File: src/rtl/mux_rr_arbiter.sv
// Round-robin arbiter driving the select of a shared 4-input mux; registered one-hot grant, 1-cycle req->grant latency.
// Owners release on request drop, done strobe or hold timeout; handover is back-to-back when another requester waits.
module mux_rr_arbiter #(
    parameter int SelectSize = 2,
    parameter int MaxHold    = 16,
    parameter int CountWidth = 8
) (
    input  logic                  i_clock,
    input  logic                  i_reset_n,
    input  logic [3:0]            i_req,
    input  logic [3:0]            i_done,
    output logic [3:0]            o_grant,
    output logic [SelectSize-1:0] o_select,
    output logic                  o_valid,
    output logic                  o_expired
);

    typedef enum logic {
        IDLE = 1'b0,
        OWN  = 1'b1
    } state_t;

    localparam logic [CountWidth-1:0] HOLD_LAST = CountWidth'(MaxHold - 1);

    state_t                r_state;
    logic [3:0]            r_grant;
    logic [1:0]            r_sel;
    logic [1:0]            r_ptr;
    logic [CountWidth-1:0] r_hold;
    logic                  r_expired;

    state_t                w_state_nxt;
    logic [3:0]            w_grant_nxt;
    logic [1:0]            w_sel_nxt;
    logic [1:0]            w_ptr_nxt;
    logic [CountWidth-1:0] w_hold_nxt;
    logic                  w_expired_nxt;

    logic                  w_rel_a;
    logic                  w_rel_b;
    logic                  w_rel_c;
    logic                  w_release;
    logic [3:0]            w_cand;
    logic [1:0]            w_after_owner;
    logic [1:0]            w_win_idle;
    logic [1:0]            w_win_own;

    // First set bit of mask scanning start, start+1, ... modulo 4.
    function automatic logic [1:0] f_winner(input logic [3:0] mask, input logic [1:0] start);
        logic [1:0] idx;
        f_winner = start;
        for (int k = 3; k >= 0; k--) begin
            idx = start + 2'(k);
            if (mask[idx]) begin
                f_winner = idx;
            end
        end
    endfunction

    // The current owner is always r_sel while in OWN.
    assign w_rel_a       = !i_req[r_sel];
    assign w_rel_b       = i_done[r_sel];
    assign w_rel_c       = (r_hold == HOLD_LAST);
    assign w_release     = w_rel_a || w_rel_b || w_rel_c;
    assign w_cand        = i_req & ~(4'b0001 << r_sel);
    assign w_after_owner = r_sel + 2'd1;
    assign w_win_idle    = f_winner(i_req, r_ptr);
    assign w_win_own     = f_winner(w_cand, w_after_owner);

    always_comb begin
        w_state_nxt   = r_state;
        w_grant_nxt   = r_grant;
        w_sel_nxt     = r_sel;
        w_ptr_nxt     = r_ptr;
        w_hold_nxt    = r_hold;
        w_expired_nxt = 1'b0;
        case (r_state)
            IDLE: begin
                if (|i_req) begin
                    w_state_nxt = OWN;
                    w_grant_nxt = 4'b0001 << w_win_idle;
                    w_sel_nxt   = w_win_idle;
                    w_hold_nxt  = '0;
                end
            end
            OWN: begin
                if (w_release) begin
                    w_ptr_nxt     = w_after_owner;
                    w_expired_nxt = w_rel_c && !w_rel_a && !w_rel_b;
                    w_hold_nxt    = '0;
                    if (|w_cand) begin
                        w_grant_nxt = 4'b0001 << w_win_own;
                        w_sel_nxt   = w_win_own;
                    end else begin
                        w_grant_nxt = 4'b0000;
                        w_state_nxt = IDLE;
                    end
                end else begin
                    w_hold_nxt = r_hold + 1'b1;
                end
            end
            default: begin
                w_state_nxt = IDLE;
                w_grant_nxt = 4'b0000;
            end
        endcase
    end

    always_ff @(posedge i_clock or negedge i_reset_n) begin
        if (!i_reset_n) begin
            r_state   <= IDLE;
            r_grant   <= 4'b0000;
            r_sel     <= 2'd0;
            r_ptr     <= 2'd0;
            r_hold    <= '0;
            r_expired <= 1'b0;
        end else begin
            r_state   <= w_state_nxt;
            r_grant   <= w_grant_nxt;
            r_sel     <= w_sel_nxt;
            r_ptr     <= w_ptr_nxt;
            r_hold    <= w_hold_nxt;
            r_expired <= w_expired_nxt;
        end
    end

    assign o_grant   = r_grant;
    assign o_select  = SelectSize'(r_sel);
    assign o_valid   = |r_grant;
    assign o_expired = r_expired;

endmodule
File: config.mk
export PLATFORM = sky130hd
export DESIGN_NAME = mux_rr_arbiter
export DESIGN_NICKNAME = d
export VERILOG_FILES = /design/src/rtl/mux_rr_arbiter.sv
export SDC_FILE = /design/constraint.sdc
export NUM_CORES = 1
export LEC_CHECK = 0
export ABC_AREA = 1
export BUFFER_PORTS_ARGS = -buffer_cell sky130_fd_sc_hd__clkbuf_2
export CAP_MARGIN = 20
export CORE_AREA = 3 3 65 49
export DETAILED_ROUTE_END_ITERATION = 10
export DIE_AREA = 0 0 68 52
export HOLD_SLACK_MARGIN = 0.08
export PLACE_DENSITY = 0.8
export SETUP_SLACK_MARGIN = 0.15
export SLEW_MARGIN = 5
export SYNTH_ARGS = -nofsm -noshare
export SYNTH_HDL_FRONTEND = slang
export SYNTH_SLANG_ARGS = --single-unit
File: constraint.sdc
create_clock -name i_clock -period 2.2 [get_ports i_clock]
set_input_delay 0.44 -clock i_clock [delete_from_list [all_inputs] [get_ports i_clock]]
set_output_delay 0.44 -clock i_clock [all_outputs]
set_load 0.01 [all_outputs]
==> flow_summary_export.csv <==
group,metric,value,unit
synth,synthDistinctLibCells,28,
finish,final_core_utilization,63.4,%
die,floorplan.initialDensity,55.6,%
routing,postRouteAntennaNets,0,
sta,min_clock_period_post_route,1860,ps
critical_path,cp.required,2340,ps
sta,finalHoldViolations,0,
finish,multi_input_area,926,um2
placed_design,finalWeightedCongestion,0.843,
hold_path,min-delay-path-class,"primary input to async pin",
die,dieWidth,68,um
finish,finish.net_count,270,
cts,cts_buffer_depth,2,
placed_design,io_buffer_count,17,
routing,drt_pre_antenna_iters,4,
cts,clockRootBuffer,"sky130_fd_sc_hd__clkbuf_8",
routing,drt_iter0_markers,130,
sta,worst_slew_pin_slew,427,ps
die,floorplan.core_area,2680,um2
finish,final-instance-count-excl-fill,289,
global_routing,grt_usage,20.1,%
power_and_ir_drop,worst_ir_drop_vdd,1230,uV
global_routing,grt_first_pass_wirelength,5450,um
synth,synth-seq-cells,18,
die,floorplan.die.height,52,um
routing,route.final.wire_length,3250,um
critical_path,crit_path_start_kind,"register",
synth,yosysSeqAreaShare,30.2,%
routing,route.detailed.wl_per_inst,11.2,um
critical_path,timing.critical_path.fanout_max,5,
sta,whs,114,ps
synth,synth_cells,231,
global_routing,grt.overflow.total,0,
finish,diodes,0,
die,die_area,3540,um2
finish,syn_to_final_growth,13.9,%
placed_design,post-place-ws,203,ps
synth,yosys_warnings,0,
global_routing,globalRouteMet2Util,28.5,%
sta,final-setup-viol-count,0,
sta,worst_slack,340,ps
sta,final_max_slew_viol_count,0,
routing,post_drt_via_cell_ratio,4.97,
cts,clkSlewWorstSetupHoldPaths,60,ps
sta,finalClockSkew,3.12,ps
sta,finalSetupTns,0,ps
finish,finalInstanceArea,1700,um2
cts,htree_num_levels,1,
cts,clock_tree_from_tritoncts,"done",
cts,clk-insertion-delay-late,250,ps
global_routing,groute.layer.met1.usage,32.3,%
power_and_ir_drop,pleak,0.964,nW
global_routing,grt.busiest_layer,"met1",
status,status,"completed",
die,ios,18,
global_routing,grt_start_max_net_pins,19,
sta,max_freq,0.538,GHz
synth,avgSynthCellArea,6.46,um2
die,std_cell_rows,16,
synth,mappedNetlistArea,1490,um2
sta,final.period_utilization,84.6,%
routing,drc_errors,0,
global_routing,vias_in_the_first_global_route,1226,
placed_design,placed_cells,285,
cts,cts_inserted_buffers,3,
routing,via_count_of_the_routed_design,1436,
finish,seq_area,453,um2
critical_path,timing.critical_path.arrival,2000,ps
run,drv_cap,0,
cts,clock-sinks,18,
critical_path,crit_path_end_kind,"register",
critical_path,timing.setup.critical_path_class,"register to register",
global_routing,grtUsageMet3,3.89,%
global_routing,grt_antenna_before_repair,0,
cts,cts.hold.buffers_added,0,
synth,synth_nets,246,
finish,fillers,259,
power_and_ir_drop,power.density,1620,nW/um2
sta,maxSlewHeadroom,71.5,%
power_and_ir_drop,finalPower,2.76,mW
finish,layout-drive-gt1-share,18.2,%
placed_design,placement.cell_area,1630,um2
placed_design,post-dp-hpwl,2570,um
sta,rsz_0062_raised_after_global_routing,"no",
-- routing by layer --
| metal | up-vias | share of wire [%] |
|---|---|---|
| met1 | 637 | 55 |
| met5 | - | 0 |
| met2 | 23 | 40 |
| li1 | 774 | - |
| met4 | 0 | 0.18 |
| met3 | 2 | 3.8 |
-- cell usage after synthesis --
cell type | number | share of area, %
sky130_fd_sc_hd__nand3b_1 | 1 | 0.50
sky130_fd_sc_hd__a211oi_1 | 1 | 0.50
sky130_fd_sc_hd__a31o_2 | 1 | 0.59
sky130_fd_sc_hd__nand3_4 | 1 | 1.2
sky130_fd_sc_hd__nand3_2 | 2 | 1.3
sky130_fd_sc_hd__xnor2_1 | 2 | 1.2
sky130_fd_sc_hd__nor2_1 | 12 | 3.0
sky130_fd_sc_hd__inv_2 | 5 | 1.3
sky130_fd_sc_hd__o21ai_0 | 9 | 3.0
sky130_fd_sc_hd__xor2_1 | 4 | 2.3
sky130_fd_sc_hd__buf_6 | 1 | 0.75
sky130_fd_sc_hd__nand2_4 | 1 | 0.75
sky130_fd_sc_hd__dfrtp_1 | 18 | 30
sky130_fd_sc_hd__inv_1 | 27 | 6.8
sky130_fd_sc_hd__xor2_2 | 1 | 1.1
sky130_fd_sc_hd__o221ai_2 | 2 | 2.0
sky130_fd_sc_hd__buf_2 | 1 | 0.33
sky130_fd_sc_hd__nand4_1 | 1 | 0.42
sky130_fd_sc_hd__nor3_1 | 1 | 0.33
sky130_fd_sc_hd__o21ai_1 | 3 | 1.0
sky130_fd_sc_hd__nand2_1 | 97 | 24
sky130_fd_sc_hd__or4_1 | 1 | 0.50
sky130_fd_sc_hd__and2_4 | 1 | 0.59
sky130_fd_sc_hd__nand3_1 | 23 | 7.7
sky130_fd_sc_hd__ha_1 | 5 | 4.2
sky130_fd_sc_hd__o22ai_1 | 4 | 1.7
sky130_fd_sc_hd__a21oi_1 | 2 | 0.67
sky130_fd_sc_hd__nand2_2 | 4 | 1.7
-- final cells by class --
| class | instances | area share, % |
|---|---|---|
| Sequential cell | 18 | 26.6 |
| Multi-Input combinational cell | 179 | 54.5 |
| Inverter | 32 | 7.06 |
| Timing Repair Buffer | 21 | 6.77 |
| Clock buffer | 3 | 2.43 |
| Tap cell | 36 | 2.65 |
-- worst max-delay path, cell delays in order (launching register included) --
cell	delay (ps)
sky130_fd_sc_hd__dfrtp_2	420
sky130_fd_sc_hd__buf_4	160
sky130_fd_sc_hd__ha_1	190
sky130_fd_sc_hd__inv_1	90
sky130_fd_sc_hd__nand3_1	90
sky130_fd_sc_hd__nand2_1	100
sky130_fd_sc_hd__nand2_1	80
sky130_fd_sc_hd__and2_4	140
sky130_fd_sc_hd__nand2_2	70
sky130_fd_sc_hd__nand2_1	50
sky130_fd_sc_hd__nand2_1	50
sky130_fd_sc_hd__nand2_1	60
sky130_fd_sc_hd__nand3_1	80
sky130_fd_sc_hd__nand2_1	50
sky130_fd_sc_hd__nand2_1	50
sky130_fd_sc_hd__nand2_1	50
-- power breakdown --
group,internal (mW),total [mW],switching [mW]
Clock,0.121,0.222,0.101
Sequential,0.426,0.533,0.107
Combinational,0.755,2.00,1.25
-- worst paths after layout --
kind,to,cells after the start,start,slack (ps)
worst max-delay path,o_grant[3],15,o_select[0],340
worst min-delay path,r_hold[2],1,i_reset_n,110
worst max register to register,o_grant[3],15,o_select[0],340
worst min register to register,o_grant[2],2,o_grant[2],510
max in group asynchronous,o_select[0],1,i_reset_n,1760
min in group i_clock,o_grant[2],2,o_grant[2],510
-- layout by cell type, fill, tap and decap left out --
cell type / n
sky130_fd_sc_hd__inv_2: 5
sky130_fd_sc_hd__nand2_2: 4
sky130_fd_sc_hd__and2_4: 1
sky130_fd_sc_hd__nand3b_1: 1
sky130_fd_sc_hd__dfrtp_2: 2
sky130_fd_sc_hd__clkbuf_8: 3
sky130_fd_sc_hd__a31o_2: 1
sky130_fd_sc_hd__o21ai_0: 9
sky130_fd_sc_hd__nand3_1: 23
sky130_fd_sc_hd__or4_1: 1
sky130_fd_sc_hd__nand2_1: 97
sky130_fd_sc_hd__clkbuf_2: 17
sky130_fd_sc_hd__nor3_1: 1
sky130_fd_sc_hd__nand3_2: 2
sky130_fd_sc_hd__a211oi_1: 1
sky130_fd_sc_hd__nor2_1: 12
sky130_fd_sc_hd__nand4_1: 1
sky130_fd_sc_hd__xor2_2: 1
sky130_fd_sc_hd__nand2_4: 1
sky130_fd_sc_hd__ha_4: 1
sky130_fd_sc_hd__buf_4: 4
sky130_fd_sc_hd__inv_1: 27
sky130_fd_sc_hd__dfrtp_1: 16
sky130_fd_sc_hd__xor2_1: 4
sky130_fd_sc_hd__ha_1: 4
sky130_fd_sc_hd__o21ai_1: 3
sky130_fd_sc_hd__o22ai_1: 4
sky130_fd_sc_hd__a21oi_1: 2
sky130_fd_sc_hd__nand3_4: 1
sky130_fd_sc_hd__o221ai_2: 2
sky130_fd_sc_hd__xnor2_1: 1
sky130_fd_sc_hd__xnor2_2: 1
-- state kept, by name (all words and copies together) (netlist names) --
signal and count:
r_state 1, r_ptr 2, o_grant 4, r_hold 8, o_expired 1, o_select 2
-- cell families (layout without fill, tap and decap cells) --
| family | after synthesis | after routing | share of synthesized area [%] |
|---|---|---|---|
| xor+xnor | 7 | 7 | 4.61 |
| fa+ha+maj | 5 | 5 | 4.19 |
| simple gates | 145 | 145 | 42.4 |
| buf+inv | 34 | 56 | 9.14 |
| compound gates | 22 | 22 | 9.47 |
| flops | 18 | 18 | 30.2 |
-- timing repair --
item	CTS	global route
gates resized for setup	0	5
setup endpoints to repair	0	6
setup buffers	0	1
Note: power is estimated with default switching activity, not from simulation.
